==> src/rtl/ulpi_phy_reg.sv <==
// ulpi_phy_reg: PHY-side ULPI register responder with ID bytes, set/clear aliases, RXCMD reporting and soft reset.
module ulpi_phy_reg #(
    parameter logic [15:0] VENDOR_ID  = 16'h0424,
    parameter logic [15:0] PRODUCT_ID = 16'h0009,
    parameter int          RST_CYCLES = 16
) (
    input  logic       CLK_60M,
    input  logic       RST_S_USB,
    input  logic [7:0] USB_DATA_I,
    output logic [7:0] USB_DATA_O,
    output logic       USB_DATA_OE,
    output logic       USB_DIR,
    output logic       USB_NXT,
    input  logic       USB_STP,
    input  logic [1:0] LINESTATE_I,
    input  logic [1:0] VBUS_I,
    output logic [7:0] FUNC_CTRL_O,
    output logic [7:0] IFACE_CTRL_O,
    output logic [7:0] OTG_CTRL_O,
    output logic [7:0] SCRATCH_O,
    output logic       WR_ERR
);
    typedef enum logic [3:0] {
        IDLE, W_ACK, W_DATA, W_STP, R_ACK, R_TURN, R_DATA, RX_TURN, RX_DATA, TURN_BACK, PHY_RST
    } state_t;
    localparam logic [3:0][7:0] DEF = {8'h00, 8'h06, 8'h00, 8'h41};
    localparam logic [15:0] RST_LOAD = 16'(RST_CYCLES - 1);
    localparam logic [31:0] IDS = {PRODUCT_ID, VENDOR_ID};
    state_t state, ns;
    logic [3:0][7:0] regs;
    logic [5:0] addr, rel;
    logic [7:0] wdata, cur, nv, rd, data_d;
    logic [15:0] cnt;
    logic [1:0] idx, op, ls_q, vb_q;
    logic hit, txw, txr, commit, rst_go, pend, changed, dir_d, nxt_d, oe_d, err_d;
    assign txw = USB_DATA_I[7:6] == 2'b10 && USB_DATA_I[5:0] != 6'h2F;
    assign txr = USB_DATA_I[7:6] == 2'b11 && USB_DATA_I[5:0] != 6'h2F;
    assign changed = ls_q != LINESTATE_I || vb_q != VBUS_I;
    // Aliases come in triples (write/set/clear); rel maps both banks onto one 0..11 index space.
    always_comb begin
        hit = (addr >= 6'h04 && addr <= 6'h0C) || (addr >= 6'h16 && addr <= 6'h18);
        rel = addr >= 6'h16 ? addr - 6'h0D : addr - 6'h04;
        idx = 2'(rel / 6'd3);
        op = 2'(rel % 6'd3);
        cur = regs[idx];
        nv = op == 2'd0 ? wdata : op == 2'd1 ? cur | wdata : cur & ~wdata;
        commit = state == W_STP && USB_STP && hit;
        rst_go = commit && idx == 2'd0 && nv[5];
        rd = addr <= 6'h03 ? IDS[{addr[1:0], 3'b000} +: 8] : hit ? cur : 8'h00;
    end
    always_ff @(posedge CLK_60M) begin
        if (RST_S_USB) begin
            state <= IDLE;
            regs <= DEF;
            pend <= 1'b0;
            ls_q <= LINESTATE_I;
            vb_q <= VBUS_I;
            cnt <= '0;
            addr <= '0;
            wdata <= '0;
            USB_DIR <= 1'b0;
            USB_NXT <= 1'b0;
            USB_DATA_OE <= 1'b0;
            USB_DATA_O <= 8'h00;
            WR_ERR <= 1'b0;
        end else begin
            state <= ns;
            ls_q <= LINESTATE_I;
            vb_q <= VBUS_I;
            pend <= ns == RX_DATA ? 1'b0 : pend | changed | rst_go;
            if (state == IDLE && (txw || txr)) addr <= USB_DATA_I[5:0];
            if (state == W_DATA) wdata <= USB_DATA_I;
            if (rst_go) regs <= DEF;
            else if (commit) regs[idx] <= nv;
            cnt <= rst_go ? RST_LOAD : state == PHY_RST ? cnt - 16'd1 : cnt;
            USB_DIR <= dir_d;
            USB_NXT <= nxt_d;
            USB_DATA_OE <= oe_d;
            USB_DATA_O <= data_d;
            WR_ERR <= err_d;
        end
    end
    always_comb begin
        ns = IDLE;
        case (state)
            IDLE:      ns = txw ? W_ACK : txr ? R_ACK : pend ? RX_TURN : IDLE;
            W_ACK:     ns = W_DATA;
            W_DATA:    ns = W_STP;
            W_STP:     ns = rst_go ? PHY_RST : IDLE;
            R_ACK:     ns = R_TURN;
            R_TURN:    ns = R_DATA;
            R_DATA:    ns = TURN_BACK;
            RX_TURN:   ns = RX_DATA;
            RX_DATA:   ns = TURN_BACK;
            PHY_RST:   ns = cnt == 16'd0 ? TURN_BACK : PHY_RST;
            default:   ns = IDLE;
        endcase
    end
    always_comb begin
        dir_d = ns inside {R_TURN, R_DATA, RX_TURN, RX_DATA, PHY_RST};
        nxt_d = ns inside {W_ACK, R_ACK};
        oe_d = ns inside {R_DATA, RX_DATA};
        data_d = ns == R_DATA ? rd : ns == RX_DATA ? {4'b0000, VBUS_I, LINESTATE_I} : 8'h00;
        err_d = state == W_STP && !USB_STP;
    end
    assign FUNC_CTRL_O = regs[0];
    assign IFACE_CTRL_O = regs[1];
    assign OTG_CTRL_O = regs[2];
    assign SCRATCH_O = regs[3];
endmodule

==> config.mk <==
export PLATFORM = sky130hd
export DESIGN_NAME = ulpi_phy_reg
export DESIGN_NICKNAME = d
export VERILOG_FILES = /design/src/rtl/ulpi_phy_reg.sv
export SDC_FILE = /design/constraint.sdc
export NUM_CORES = 1
export LEC_CHECK = 0
export ABC_AREA = 1
export CORE_MARGIN = 4
export CORE_UTILIZATION = 40
export DETAILED_ROUTE_END_ITERATION = 8
export PLACE_DENSITY_LB_ADDON = 0.15
export RECOVER_POWER = 25
export SLEW_MARGIN = 20
export SYNTH_ARGS = -nofsm -noshare
export SYNTH_HDL_FRONTEND = slang
export SYNTH_SLANG_ARGS = --single-unit
==> constraint.sdc <==
create_clock -name CLK_60M -period 4.6 [get_ports CLK_60M]
set_input_delay 1.15 -clock CLK_60M [delete_from_list [all_inputs] [get_ports CLK_60M]]
set_output_delay 1.15 -clock CLK_60M [all_outputs]
set_load 0.05 [all_outputs]
==> summary.md <==
| Metric | Value |
|---|---|
| Final period utilization | `a little under nine tenths` |
| HPWL Detailed | `between 8000 and 9000 um` |
| H-Tree Depth | `3` |
| Design area | `approximately 5200 sq um` |
| Starting Density | `41.3%` |
| Fillers | `roughly 1000` |
| Post-synthesis sequential area ratio | `about 39%` |
| Nets | `roughly 670` |
| Crit Path Class | `register to register` |
| GRT Util Overall | `between 15 and 20%` |
| Num rows | `37` |
| PnR worst setup slack | `~0.63 ns` |
| RSZ-0062 raised after global routing | `no` |
| Max_cap viols | `0` |
| Post-DRT Antenna Nets | `0` |
| Run status | `complete, no violations` |
| Largest net degree at the start of global routing | `38` |
| Flops & latches, synth | `between 80 and 90` |
| Layout cell share with drive strength beyond 1 | `11.5%` |
| Commonest cells in the netlist | `152 x nand2_1, 83 x dfxtp_1, 69 x nor2_1` |
| Hold_buf cts | `0` |
| Post-DP Area | `roughly 5000 sq um` |
| Cell Chain, Critical Path | `inv_1, ha_1, xnor2_1, nand3_1, nand2_1, nand3_1, nand2_1, inv_1, o21ai_2, nand2_1, nand3_1, nand2_1, ha_1, inv_1, nand3_4, nor2_4, nand2_1, inv_2, nand2_8, nand2_8, inv_4, o21ai_1, nor2_1` |
| Worst slew pin tran | `between 0.6 and 0.7 ns` |
| Initial antenna violation count | `0` |
| Port bufs | `58` |
| Slew headroom | `54.0%` |
| Vias in the first global route | `about 3900` |
| Syn Inst Count | `~590` |
| Setup TNS | `0 ns` |
| Clock skew | `about 0.01 ns` |
| Synth area leader | `dfxtp_1` |
| Synth top area share | `38.6%` |
| Die W | `approximately 110 um` |
| # diodes | `0` |
| Top-count cell post-synth | `nand2_1` |
| Skew-Pair Late Insertion Delay | `between 0.3 and 0.4 ns` |
| Fin crit period | `approximately 4 ns` |
| Most Frequent Cell on Critical Path | `nand2_1` |
| Crit path max fanout | `37` |
| Main synth FF type | `dfxtp_1` |
| LEAKAGE | `approximately 2.2 nW` |
| Post-Syn Area | `~4300 sq um` |
| Power Dens Cells | `approximately 800 nW/um^2` |
| Wire per inst | `around 14 um` |
| Congestion Overflow GR | `0` |
| Achievable clock frequency | `0.252 GHz` |
| Drt pass-1 iters | `5` |
| Tightest Hold Check Type | `register to register` |
| FFs w/ async S/R, synth | `0%` |
| Netlist cell types | `42` |
| Startpoint types | `register` |
| Area Growth Syn to Fin | `22.1%` |
| Yosys Warn Count | `0` |
| Pins Over Slew Limit | `0` |
| Crit path DAT | `around 4.2 ns` |
| Total wire length | `10900 um` |
| Die area | `~12000 sq um` |
| EDFF count, synth | `0` |
| CTS Buf Count | `9` |
| DRC Markers | `0` |
| Via count | `between 3000 and 4000` |
| DRT iter0 DRCs | `235` |
| Cts repair resizes | `0` |
| Postcts setup bufs | `0` |
| CP max stage cell | `dfxtp_1` |
| # IOs | `59` |
| # clock sinks | `83` |
| CP endpoint kind | `register` |
| CP Data Required Time | `~4.9 ns` |
| Final setup fails | `0` |
| Clock transition at the registers of the reported paths | `0.08 ns` |
| Clock Tree Buf Depth | `2` |
| Main area contributors after synthesis | `dfxtp_1 39%, nand2_1 13%, nor2_1 6.0%, inv_1 5.5%, a21oi_2 4.7%` |
| GP Congestion | `about 0.93` |
| Root buffer cell | `clkbuf_8` |
| Average size of a mapped cell | `around 7.3 sq um` |
| Die extent in y | `~110 um` |
| Final Hold Fails | `0` |
| Peak supply drop | `about 630 uV` |
| Setup slack, reg-to-reg | `between 0.6 and 0.7 ns` |
| Dpl ws | `between 0.6 and 0.7 ns` |
| Mapped Nets | `a little over 600` |
| Via/cell ratio | `4.99` |
| Core ar. | `10400 sq um` |
| CP peak stage delay | `~0.48 ns` |
| CTS tree | `done` |
| First-pass GRT wire length | `roughly 19000 um` |
## per-stage QoR
stage	utilization (%)	hold slack, ns	total power, mW	std cells
floorplan	-	0.440	2.97	585
global placement	48.2	0.466	3.52	774
detailed placement	48.2	0.469	3.59	774
CTS	50.4	0.481	4.20	790
global route	50.4	0.505	4.60	790
finish	50.4	0.480	4.18	790
## where the power goes
part	internal, mW	switching, mW
logic	0.795	1.90
registers	0.800	0.0738
clock network	0.337	0.270
## logic make-up after synthesis
family                   count (synthesis)  synth area share (%)
AND/OR/NAND/NOR                        296                  31.8
AO/OA/AOI/OAI                          104                  16.0
XOR/XNOR                                16                  3.43
adder cells (fa/ha/maj)                 10                  2.91
buffers and inverters                   76                  7.22
flip-flops                              83                  38.6
## final timing paths
kind	cells after the start	startpoint	endpoint
worst max-delay path	23	addr[2]	IFACE_CTRL_O[1]
worst min-delay path	2	wdata[3]	wdata[3]
worst max register to register	23	addr[2]	IFACE_CTRL_O[1]
worst min register to register	2	wdata[3]	wdata[3]
## routing by layer
layer	vias to the layer above	part of all wire [%]	track usage, %
met5	-	0	0
met4	0	2.3	6.65
met3	21	4.0	3.10
met2	86	48	30.4
met1	1811	45	22.9
li1	2025	-	-
## final cells by class
class	count	area (sq um)	share of cell area (%)
tap	136	170	3.24
clock buffer	11	151	2.88
sequential	83	1660	31.7
clock inverter	5	85.1	1.62
multi-input combinational	426	2330	44.3
timing repair buffer	60	592	11.3
inverter	69	262	4.98
## cells in the final DEF, fill, tap and decap left out, types with 2 or more instances in the layout
cell,count
nand2_1,152
dfxtp_1,83
nor2_1,69
inv_1,63
clkdlybuf4s50_1,43
a21oi_1,28
nand3_1,24
o21ai_0,24
a21oi_2,23
dlygate4sd3_1,15
xor2_1,12
clkbuf_8,11
nand4_1,10
ha_1,10
nand2_2,9
a22oi_1,8
nand3b_1,6
nor2_4,5
inv_2,5
nor3_1,5
nor2_2,4
a22o_1,4
xnor2_1,3
a32o_1,3
nor4_1,3
o21ai_1,3
nand2_4,2
nand3_2,2
nand2_8,2
o31ai_1,2
a31oi_1,2
clkinv_4,2
bufinv_16,2
## critical path, delay by kind of cell, from the launching register on
family / cells / cell delay [ns]
AOI/OAI and AO/OA: 2 / 0.26
adders and majority gates: 2 / 0.45
buffers and inverters: 5 / 0.68
xor gates and xnor gates: 1 / 0.19
and+or+nand+nor: 13 / 1.78
DFF: 1 / 0.48
## state kept, by name, indices dropped and copies added, names as in the netlist
signal and cells:
cnt 16, pend 1, USB_DATA_O 8, vb_q 2, SCRATCH_O 8, OTG_CTRL_O 8
WR_ERR 1, addr 6, wdata 8, state 4, USB_DIR 1, IFACE_CTRL_O 8
ls_q 2, FUNC_CTRL_O 8, USB_NXT 1, USB_DATA_OE 1
Power figures use the tool's default switching activity.
